<file path="config.mk">
export PLATFORM = sky130hd
export DESIGN_NAME = dual_edge_event_arbiter
export DESIGN_NICKNAME = d
export VERILOG_FILES = /design/src/rtl/dual_edge_event_arbiter.sv
export SDC_FILE = /design/constraint.sdc
export NUM_CORES = 1
export LEC_CHECK = 0
export CELL_PAD_IN_SITES_DETAIL_PLACEMENT = 1
export CELL_PAD_IN_SITES_GLOBAL_PLACEMENT = 1
export CORE_ASPECT_RATIO = 0.9
export CORE_MARGIN = 2
export CORE_UTILIZATION = 39
export CTS_CLUSTER_SIZE = 10
export DETAILED_ROUTE_END_ITERATION = 10
export PLACE_DENSITY = 0.82
export SETUP_SLACK_MARGIN = 0.1
export SYNTH_ARGS = -nofsm -noshare
export SYNTH_HDL_FRONTEND = slang
export SYNTH_SLANG_ARGS = --single-unit
</file>
<file path="constraint.sdc">
create_clock -name clk -period 2.49 [get_ports clk]
set_input_delay 0.498 -clock clk [delete_from_list [all_inputs] [get_ports clk]]
set_output_delay 0.498 -clock clk [all_outputs]
set_load 0.01 [all_outputs]
</file>
<file path="src/rtl/dual_edge_event_arbiter.sv">
// dual_edge_event_arbiter
// Detects rising and falling edges on N synchronous level inputs. Each edge is
// held as one pending event per channel. A round-robin scheduler drains the
// pending events onto a single valid/ready event port that carries the channel
// index and the edge polarity. A sticky per-channel overflow flag records any
// edge that had to be dropped because its channel already held an event.
module dual_edge_event_arbiter #(
   parameter int N   = 4,
   parameter int IDW = 2
) (
   input  logic           clk,
   input  logic           reset,
   input  logic [N-1:0]   level,
   input  logic [N-1:0]   en,
   input  logic           ev_ready,
   output logic           ev_valid,
   output logic [IDW-1:0] ev_id,
   output logic           ev_rise,
   input  logic           ovf_clr,
   output logic [N-1:0]   overflow
);

   typedef enum logic [1:0] {
      S_IDLE  = 2'd0,
      S_VALID = 2'd1
   } state_t;

   state_t         state_q;

   // Edge-detection and per-channel event storage
   logic [N-1:0]   level_q;
   logic [N-1:0]   pending_q;
   logic [N-1:0]   pending_d;
   logic [N-1:0]   pend_rise_q;
   logic [N-1:0]   pend_rise_d;
   logic [N-1:0]   overflow_q;
   logic [N-1:0]   overflow_d;

   // Output event register and round-robin pointer
   logic           ev_valid_q;
   logic [IDW-1:0] ev_id_q;
   logic           ev_rise_q;
   logic [IDW-1:0] ptr_q;

   // Combinational helpers
   logic [N-1:0]   edge_det;
   logic [N-1:0]   load_vec;
   logic [N-1:0]   ovf_set;
   logic [N-1:0]   capture;
   logic [IDW-1:0] grant;
   logic [IDW-1:0] grant_hi;
   logic [IDW-1:0] grant_lo;
   logic           found_hi;
   logic [IDW-1:0] ptr_next;
   logic           any_pend;
   logic           can_load;
   logic           load;

   // An edge is any difference from last cycle's level on an enabled channel.
   // level_q tracks the input even while disabled, so re-enabling is silent.
   assign edge_det = (level ^ level_q) & en;
   assign any_pend = |pending_q;

   // Round-robin grant: the lowest pending index at or above ptr wins; if none,
   // the lowest pending index below ptr wins (the wrapped part of the search).
   always_comb begin
      grant_hi = '0;
      grant_lo = '0;
      found_hi = 1'b0;
      for (int i = N - 1; i >= 0; i--) begin
         if (pending_q[i]) begin
            if (i >= int'(ptr_q)) begin
               grant_hi = IDW'(i);
               found_hi = 1'b1;
            end else begin
               grant_lo = IDW'(i);
            end
         end
      end
      grant = found_hi ? grant_hi : grant_lo;
   end

   // The pointer moves one past the granted channel, wrapping at N-1 (N need
   // not be a power of two, so the wrap is explicit).
   assign ptr_next = (int'(grant) == N - 1) ? '0 : grant + IDW'(1);

   // The output register can take a new event when empty or when the current
   // one is being handed over in this cycle.
   assign can_load = (state_q == S_IDLE) || ((state_q == S_VALID) && ev_ready);
   assign load     = can_load && any_pend;
   assign load_vec = load ? (N'(1) << grant) : '0;

   // A new edge is dropped only if its channel holds an event that is not
   // leaving for the output register in this same cycle.
   assign ovf_set  = edge_det & pending_q & ~load_vec;
   assign capture  = edge_det & ~ovf_set;

   // Next-state for the pending bits, their polarity and the overflow flags.
   always_comb begin
      pending_d   = en & ((pending_q & ~load_vec) | edge_det);
      pend_rise_d = (pend_rise_q & ~capture) | (level & capture);
      overflow_d  = ovf_clr ? ovf_set : (overflow_q | ovf_set);
   end

   // Per-channel state: sampled levels, pending events and sticky overflow.
   always_ff @(posedge clk or posedge reset) begin
      if (reset) begin
         level_q     <= '0;
         pending_q   <= '0;
         pend_rise_q <= '0;
         overflow_q  <= '0;
      end else begin
         level_q     <= level;
         pending_q   <= pending_d;
         pend_rise_q <= pend_rise_d;
         overflow_q  <= overflow_d;
      end
   end

   // Output FSM: presents one event at a time and reloads on handshake so
   // that back-to-back events stream at one per clock.
   always_ff @(posedge clk or posedge reset) begin
      if (reset) begin
         state_q    <= S_IDLE;
         ev_valid_q <= 1'b0;
         ev_id_q    <= '0;
         ev_rise_q  <= 1'b0;
         ptr_q      <= '0;
      end else begin
         case (state_q)
            S_IDLE: begin
               if (load) begin
                  state_q    <= S_VALID;
                  ev_valid_q <= 1'b1;
                  ev_id_q    <= grant;
                  ev_rise_q  <= pend_rise_q[grant];
                  ptr_q      <= ptr_next;
               end
            end
            S_VALID: begin
               if (ev_ready) begin
                  if (load) begin
                     ev_id_q    <= grant;
                     ev_rise_q  <= pend_rise_q[grant];
                     ptr_q      <= ptr_next;
                  end else begin
                     state_q    <= S_IDLE;
                     ev_valid_q <= 1'b0;
                  end
               end
            end
            default: begin
               state_q    <= S_IDLE;
               ev_valid_q <= 1'b0;
            end
         endcase
      end
   end

   assign ev_valid = ev_valid_q;
   assign ev_id    = ev_id_q;
   assign ev_rise  = ev_rise_q;
   assign overflow = overflow_q;

endmodule

</file>
==> summary.json, run 1 <==
{
  "power_and_ir_drop": {
    "p_switching_mw": 0.3704,
    "cell_internal_pwr_mw": 0.7466,
    "vdd.ir_drop.worst_uv": 419.3,
    "powerDensity_nw_per_um2": 820.5,
    "combPwrFrac": 0.321,
    "power.switching_fraction": 0.3316,
    "leakagePower_nw": 0.5967,
    "clkPwrFrac": 0.245,
    "total_power_mw": 1.117,
    "sequentialPowerShare": 0.434
  },
  "routing": {
    "wire_per_inst_um": 16.75,
    "detailedRoute.firstIterationViolations": 18,
    "dr.pass1.iters": 4,
    "num_vias": 865,
    "route.detailed.vias_per_inst": 5.406,
    "drt_wl_total_um": 2680,
    "ant_nets": 0,
    "drt_drc_violations_left": 0
  },
  "die": {
    "fp.coreArea_um2": 2703,
    "floorplan.initialDensity": 0.4014,
    "fp.dieH_um": 54.04,
    "floorplan.rows": 18,
    "top_level_ports": 20,
    "fp.dieW_um": 59.59,
    "design.die.area_um2": 3220
  },
  "job": {
    "drv_cap": 0
  },
  "layout": {
    "layout-drive-gt1-share": 0.09231,
    "final_core_util": 0.5037,
    "synthToLayoutAreaGrowth_pct": 25.49,
    "layout.cells.most_common_list": "22 x dfrtp_1, 19 x clkdlybuf4s50_1, 15 x inv_1, 10 x o21ai_1, 9 x a21oi_1",
    "most_common_library_cell_in_the_layout_ignoring_fill_and_taps": "dfrtp_1",
    "n_antenna_cell": 0,
    "total_nets_final": 147
  },
  "worst_hold_path": {
    "hp-class": "register to register"
  },
  "global_route": {
    "vias_in_the_first_global_route": 898,
    "globalRoute.totalOverflow": 0,
    "grt_max_degree": 23,
    "antenna_found_initial": 0,
    "first_pass_grt_wire_length_um": 4333,
    "global_route.usage.total": 0.1898
  },
  "place": {
    "gp_congestion": 0.7929,
    "place.port_buffers": 19,
    "post-dp-hpwl_um": 2056
  },
  "timing": {
    "post-route-min-period_ps": 2094,
    "rsz0062_at_grt": "false",
    "timing.final.crit_share": 0.8410,
    "setup_violations": 0,
    "max_slew_margin": 0.6675,
    "final.setup_skew_ps": 1.724,
    "max_transition_viols_final": 0,
    "setup_tns_ps": 0,
    "max_clock_freq_mhz": 477.6,
    "final_hold_viol_count": 0,
    "worst_pin_slew_ps": 494.2
  },
  "worst_setup_path": {
    "critical_path.endpoint_type": "register",
    "worst_setup_path_startpoint": "ptr_q[1]$_DFFE_PP0P_",
    "crit_path_top_delay_cell": "dfrtp_1",
    "worstPathCellList": "nand2_1 -> a21oi_1 -> nor2_4 -> inv_2 -> ha_1 -> inv_1 -> o21ai_1 -> nand3_1 -> a21oi_1 -> nor2_1",
    "crit_top_cell": "a21oi_1",
    "critical_path_arrival_ps": 2310,
    "worst_path_largest_cell_delay_ps": 500,
    "ff2ff_setup_slack_ps": 400,
    "worstRegToRegCells": 10,
    "timing.rr.start": "ptr_q[1]$_DFFE_PP0P_",
    "timing.critical_path.required_ps": 2700,
    "worst_setup_path_start_kind": "register",
    "worstPathMaxFanout": 6,
    "critPathKind": "register to register"
  },
  "synthesis": {
    "synth-seq-cells": 22,
    "ys_types": 28,
    "synthArstFlopShare": 1.000,
    "synth-main-ff-cell": "dfrtp_1",
    "mappedNetlistArea_um2": 1085,
    "synth_simple_gate_area_frac": 0.09919,
    "synth_top_family_by_area": "compound AO/OA/AOI/OAI gates",
    "synth_adder_area_share": 0.04614,
    "post_synth.cell_area_avg_um2": 10.14,
    "ys.warnings.count": 0,
    "multiplexer_area_fraction_after_synthesis": 0.01845,
    "xor_xnor_fraction_of_synth_area": 0.03230,
    "count_of_flip_flops_with_a_built_in_enable_after_synthesis": 0,
    "syn_nets": 123,
    "area_fraction_in_compound_gates_after_synthesis": 0.2238,
    "netlist_instances": 107,
    "yosysSeqAreaShare": 0.5075
  },
  "clocking": {
    "cts_htree_levels": 1,
    "cts-buffers-inserted": 3,
    "clock_path_buffers": 2,
    "cts_root_buf": "clkbuf_4",
    "hold_buffers": 0,
    "cts_repair_resize_count": 0,
    "insertion_delay_ps": 310,
    "post-cts-setup-buffers": 0,
    "clk_pin_slew_ps": 120,
    "cts_tree": "yes",
    "numClockSinks": 22
  },
  "run_status": {
    "run_status": "completed"
  }
}
## synth_stat cells (2+ instances only)
library cell / number / area share
mux2i_1: 2 / 0.018
inv_1: 15 / 0.052
nand2_1: 7 / 0.024
o21ai_1: 10 / 0.046
a21oi_1: 9 / 0.042
ha_1: 4 / 0.046
nand3_1: 3 / 0.014
inv_2: 2 / 0.0069
a31oi_1: 4 / 0.023
o21a_1: 2 / 0.014
xnor2_1: 3 / 0.024
o32ai_1: 3 / 0.024
nor2_1: 6 / 0.021
a21o_1: 2 / 0.014
dfrtp_1: 22 / 0.51
## metal layers
| layer | up-vias | track usage | routed length, um |
|---|---|---|---|
| met5 | - | 0 | 0 |
| met4 | 0 | 0.03333 | 12 |
| met3 | 2 | 0.04327 | 81 |
| met2 | 16 | 0.3626 | 1436 |
| met1 | 433 | 0.2188 | 1149 |
| li1 | 414 | - | - |
## worst max-delay path, delay by kind of cell, from the launching register on
| kind | cells | cell delay (ps) |
|---|---|---|
| adder cells (fa/ha/maj) | 1 | 160 |
| buffers and inverters | 2 | 180 |
| AO/OA/AOI/OAI | 3 | 770 |
| flip-flops | 1 | 500 |
| AND/OR/NAND/NOR | 4 | 390 |
## per-stage QoR
stage	hold WS [ps]	setup slack, ps	cells	cell area, um2
after floorplan	445.2	751.5	107	1085
after global placement	453.2	543.8	156	1309
after detailed placement	467.0	449.3	156	1309
after CTS	485.4	426.6	160	1361
after global routing	499.9	222.1	160	1361
final	484.3	396.0	160	1361
## power by group through the flow
stage          logic, mW  clock network (mW)  registers [mW]
3_3_place_gp       0.332                   0           0.485
5_1_grt            0.397               0.290           0.491
6_report           0.358               0.274           0.484
4_1_cts            0.364               0.283           0.484
2_1_floorplan      0.209                   0           0.486
3_5_place_dp       0.355                   0           0.490
## final cells by class
| type | count | area, um2 |
|---|---|---|
| flip-flops and latches | 22 | 550.5 |
| inverters | 18 | 67.56 |
| fillers | 313 | 1341 |
| multi-input cells | 66 | 455.4 |
| clock inverters | 1 | 30.03 |
| repair buffers | 20 | 197.7 |
| well taps | 30 | 37.54 |
| clock buffers | 3 | 22.52 |
## kinds of logic after synthesis
logic type	after synthesis
multiplexers	2
flip-flops	22
AO/OA/AOI/OAI	34
buffers and inverters	19
adder cells (fa/ha/maj)	4
AND/OR/NAND/NOR	22
XOR/XNOR	4
## how the worst min path moves through the flow
stage,start,cells past startpoint,end
after floorplan,level_q[0]$_DFF_PP0_,1,register
after global placement,level_q[1]$_DFF_PP0_,1,register
after detailed placement,level_q[1]$_DFF_PP0_,1,register
after CTS,level_q[1]$_DFF_PP0_,1,register
after global routing,level_q[0]$_DFF_PP0_,1,register
final,level_q[1]$_DFF_PP0_,1,register
No activity file was read; power rests on OpenSTA's default activity.
==> run 2, diff against run 1 <==
--- a/config.mk
+++ b/config.mk
@@ -9,10 +9,10 @@
 export CELL_PAD_IN_SITES_GLOBAL_PLACEMENT = 1
 export CORE_ASPECT_RATIO = 0.9
 export CORE_MARGIN = 2
-export CORE_UTILIZATION = 39
+export CORE_UTILIZATION = 35
 export CTS_CLUSTER_SIZE = 10
 export DETAILED_ROUTE_END_ITERATION = 10
-export PLACE_DENSITY = 0.82
+export PLACE_DENSITY = 0.78
 export SETUP_SLACK_MARGIN = 0.1
 export SYNTH_ARGS = -nofsm -noshare
 export SYNTH_HDL_FRONTEND = slang
==> constraint.sdc (replaced) <==
create_clock -name clk -period 1.7 [get_ports clk]
set_input_delay 0.34 -clock clk [delete_from_list [all_inputs] [get_ports clk]]
set_output_delay 0.34 -clock clk [all_outputs]
set_load 0.01 [all_outputs]
==> run 2 against run 1 <==
Effect of this change:
- the flow now finishes with violations (setup timing)
- first-iteration DRC count down 39%
- flip-flop and latch count unchanged
- design area up 21%
- worst setup slack got worse by 580 ps
- total power increased by 56%
- non-clock buffer count up 17
- via count rose by 11%
- global-route usage down 0.46 points
- critical path type unchanged
- count of clock-buffer cells in the layout grew 1
- die area grew 11%
==> summary.json, run 2 (synthesized netlist as in run 1, its figures left out) <==
{
  "timing": {
    "max_slew_margin": {"value": 0.7461, "change": "+0.07859"},
    "max_transition_viols_final": {"value": 0, "change": "unchanged"},
    "timing.final.crit_share": {"value": 1.109, "change": "+0.2681"},
    "setup_violations": {"value": 10, "change": "+10"},
    "worst_pin_slew": {"value": 379.4, "unit": "ps", "change": "-114.7 ps"},
    "final_hold_viol_count": {"value": 0, "change": "unchanged"},
    "max_clock_freq": {"value": 530.4, "unit": "MHz", "change": "+11%"},
    "post-route-min-period": {"value": 1885, "unit": "ps", "change": "-208.5 ps"},
    "rsz0062_at_grt": "true",
    "fin_ws": {"value": -185.5, "unit": "ps", "change": "-581.5 ps"},
    "setup_tns": {"value": -1208, "unit": "ps", "change": "-1208 ps"},
    "final.setup_skew": {"value": 14.90, "unit": "ps", "change": "+13.18 ps"}
  },
  "routing": {
    "drt_drc_violations_left": {"value": 0, "change": "unchanged"},
    "drt_wl_total": {"value": 3057, "unit": "um", "change": "+14%"},
    "ant_nets": {"value": 0, "change": "unchanged"},
    "num_vias": {"value": 959, "change": "+11%"},
    "wire_per_inst": {"value": 16.17, "unit": "um", "change": "-3.4%"},
    "detailedRoute.firstIterationViolations": {"value": 11, "change": "-7"},
    "dr.pass1.iters": {"value": 4, "change": "unchanged"},
    "route.detailed.vias_per_inst": {"value": 5.074, "change": "-6.1%"}
  },
  "worst_setup_path": {
    "crit_top_cell": "o21ai_1",
    "worstPathMaxFanout": {"value": 6, "change": "unchanged"},
    "worst_setup_path_start_kind": "register",
    "critPathKind": "register to register",
    "critical_path_arrival": {"value": 2110, "unit": "ps", "change": "-200 ps"},
    "worst_setup_path_startpoint": "ptr_q[1]$_DFFE_PP0P_",
    "worstPathCellList": "mux2i_2 -> o32ai_4 -> nor2_4 -> ha_1 -> inv_2 -> o21ai_4 -> nand2_1 -> o21ai_1 -> o21ai_1",
    "critical_path.endpoint_type": "register",
    "timing.critical_path.required": {"value": 1930, "unit": "ps", "change": "-770 ps"},
    "worst_path_largest_cell_delay": {"value": 470, "unit": "ps", "change": "-30 ps"},
    "crit_path_top_delay_cell": "dfrtp_2",
    "timing.rr.start": "ptr_q[1]$_DFFE_PP0P_"
  },
  "clocking": {
    "insertion_delay": {"value": 330, "unit": "ps", "change": "+20 ps"},
    "cts_root_buf": "clkbuf_4",
    "cts-buffers-inserted": {"value": 3, "change": "unchanged"},
    "cts_htree_levels": {"value": 1, "change": "unchanged"},
    "numClockSinks": {"value": 22, "change": "unchanged"},
    "clock_path_buffers": {"value": 2, "change": "unchanged"},
    "cts_tree": "yes",
    "clk_pin_slew": {"value": 130, "unit": "ps", "change": "about the same"}
  },
  "die": {
    "design.die.area": {"value": 3561, "unit": "um2", "change": "+11%"},
    "top_level_ports": {"value": 20, "change": "unchanged"},
    "floorplan.rows": {"value": 19, "change": "+1"},
    "fp.dieW": {"value": 62.69, "unit": "um", "change": "+5.2%"},
    "floorplan.initialDensity": {"value": 0.3622, "change": "-0.03923"},
    "fp.dieH": {"value": 56.82, "unit": "um", "change": "+5.1%"},
    "fp.coreArea": {"value": 2995, "unit": "um2", "change": "+11%"}
  },
  "global_route": {
    "globalRoute.totalOverflow": {"value": 0, "change": "unchanged"},
    "grt_max_degree": {"value": 23, "change": "unchanged"},
    "first_pass_grt_wire_length": {"value": 4981, "unit": "um", "change": "+15%"},
    "vias_in_the_first_global_route": {"value": 1054, "change": "+17%"},
    "antenna_found_initial": {"value": 0, "change": "unchanged"},
    "global_route.usage.total": {"value": 0.1852, "change": "-0.004563"}
  },
  "layout": {
    "n_antenna_cell": {"value": 0, "change": "unchanged"},
    "synthToLayoutAreaGrowth_pct": 51.67,
    "n_fill_cell": {"value": 349, "change": "+12%"},
    "layout.cells.most_common_list": "19 x dfrtp_1, 15 x buf_4, 12 x inv_1, 12 x clkdlybuf4s50_1",
    "most_common_library_cell_in_the_layout_ignoring_fill_and_taps": "dfrtp_1",
    "layout-drive-gt1-share": {"value": 0.3810, "change": "+0.2886"},
    "postLayoutCellArea": {"value": 1645, "unit": "um2", "change": "+21%"},
    "total_nets_final": {"value": 164, "change": "+12%"}
  },
  "worst_hold_path": {
    "hp-class": "input pin to asynchronous set/reset pin"
  },
  "job": {
    "drv_cap": {"value": 0, "change": "unchanged"}
  },
  "power_and_ir_drop": {
    "leakagePower": {"value": 0.7723, "unit": "nW", "change": "+29%"},
    "powerDensity": {"value": 1060, "unit": "nW/um2", "change": "+29%"},
    "total_power": {"value": 1.745, "unit": "mW", "change": "+56%"},
    "vdd.ir_drop.worst": {"value": 387.3, "unit": "uV", "change": "-7.6%"}
  },
  "run_status": {
    "violations": "setup timing",
    "run_status": "finished, violations left"
  },
  "place": {
    "gp_congestion": {"value": 0.8860, "change": "+12%"},
    "place.port_buffers": {"value": 19, "change": "unchanged"},
    "post-dp-hpwl": {"value": 2107, "unit": "um", "change": "+2.5%"},
    "dpl-instance-area": {"value": 1473, "unit": "um2", "change": "+13%"}
  }
}
[run 2: worst paths after layout]
path,to,slack [ps],depth (start not counted)
setup / recovery,register,-190,9
hold / removal,asynchronous set/reset pin,340,3
setup reg to reg,register,-190,9
hold reg to reg,register,490,1
max in group asynchronous,pending_q[0]$_DFF_PP0_,1100,3
min in group clk,register,490,1
[run 2: layer usage]
metal	GRT usage	vias up	wire length, um
met2	0.3149	21	1613
met3	0.02405	7	67
met4	0.1175	0	96
li1	-	448	-
met5	0	-	0
met1	0.2224	483	1279
[run 2: critical path, delay by kind of cell (launching register included)]
kind | cells | cell delay, ps
AOI/OAI and AO/OA | 4 | 510
adders and majority gates | 1 | 190
buffers and inverters | 1 | 60
DFF | 1 | 470
muxes | 1 | 290
and+or+nand+nor | 2 | 250
[run 2: layout make-up]
type                    count  area, um2  area share
well taps                  42      52.55     0.03194
inverters                  18      68.82     0.04183
flip-flops and latches     22      554.3      0.3369
multi-input cells          66      589.3      0.3582
repair buffers             37      354.1      0.2152
clock buffers               4      26.28     0.01597
[run 2: stage by stage]
step | setup slack [ps] | util | hold WS [ps] | cells
final | -185.5 | 0.5493 | 337.9 | 189
after global routing | -254.9 | 0.5493 | 378.1 | 189
after floorplan | -4.385 | - | 329.2 | 107
after global placement | -66.16 | 0.4916 | 448.8 | 183
after CTS | -128.6 | 0.5284 | 342.5 | 189
after detailed placement | -188.6 | 0.4916 | 469.9 | 183
[run 2: power breakdown]
part           internal [mW]  switching (mW)  leakage (nW)  total [mW]
Sequential             0.616           0.103         0.262       0.719
Clock                 0.0921           0.165        0.0150       0.257
Combinational          0.395           0.373         0.495       0.768
[run 2: timing repair]
item	CTS	global route
setup endpoints to repair	15	23
endpoints found under the hold margin	0	0
pin swaps	5	7
buffers inserted	3	2
hold buffers	0	0
gates resized for setup	13	19
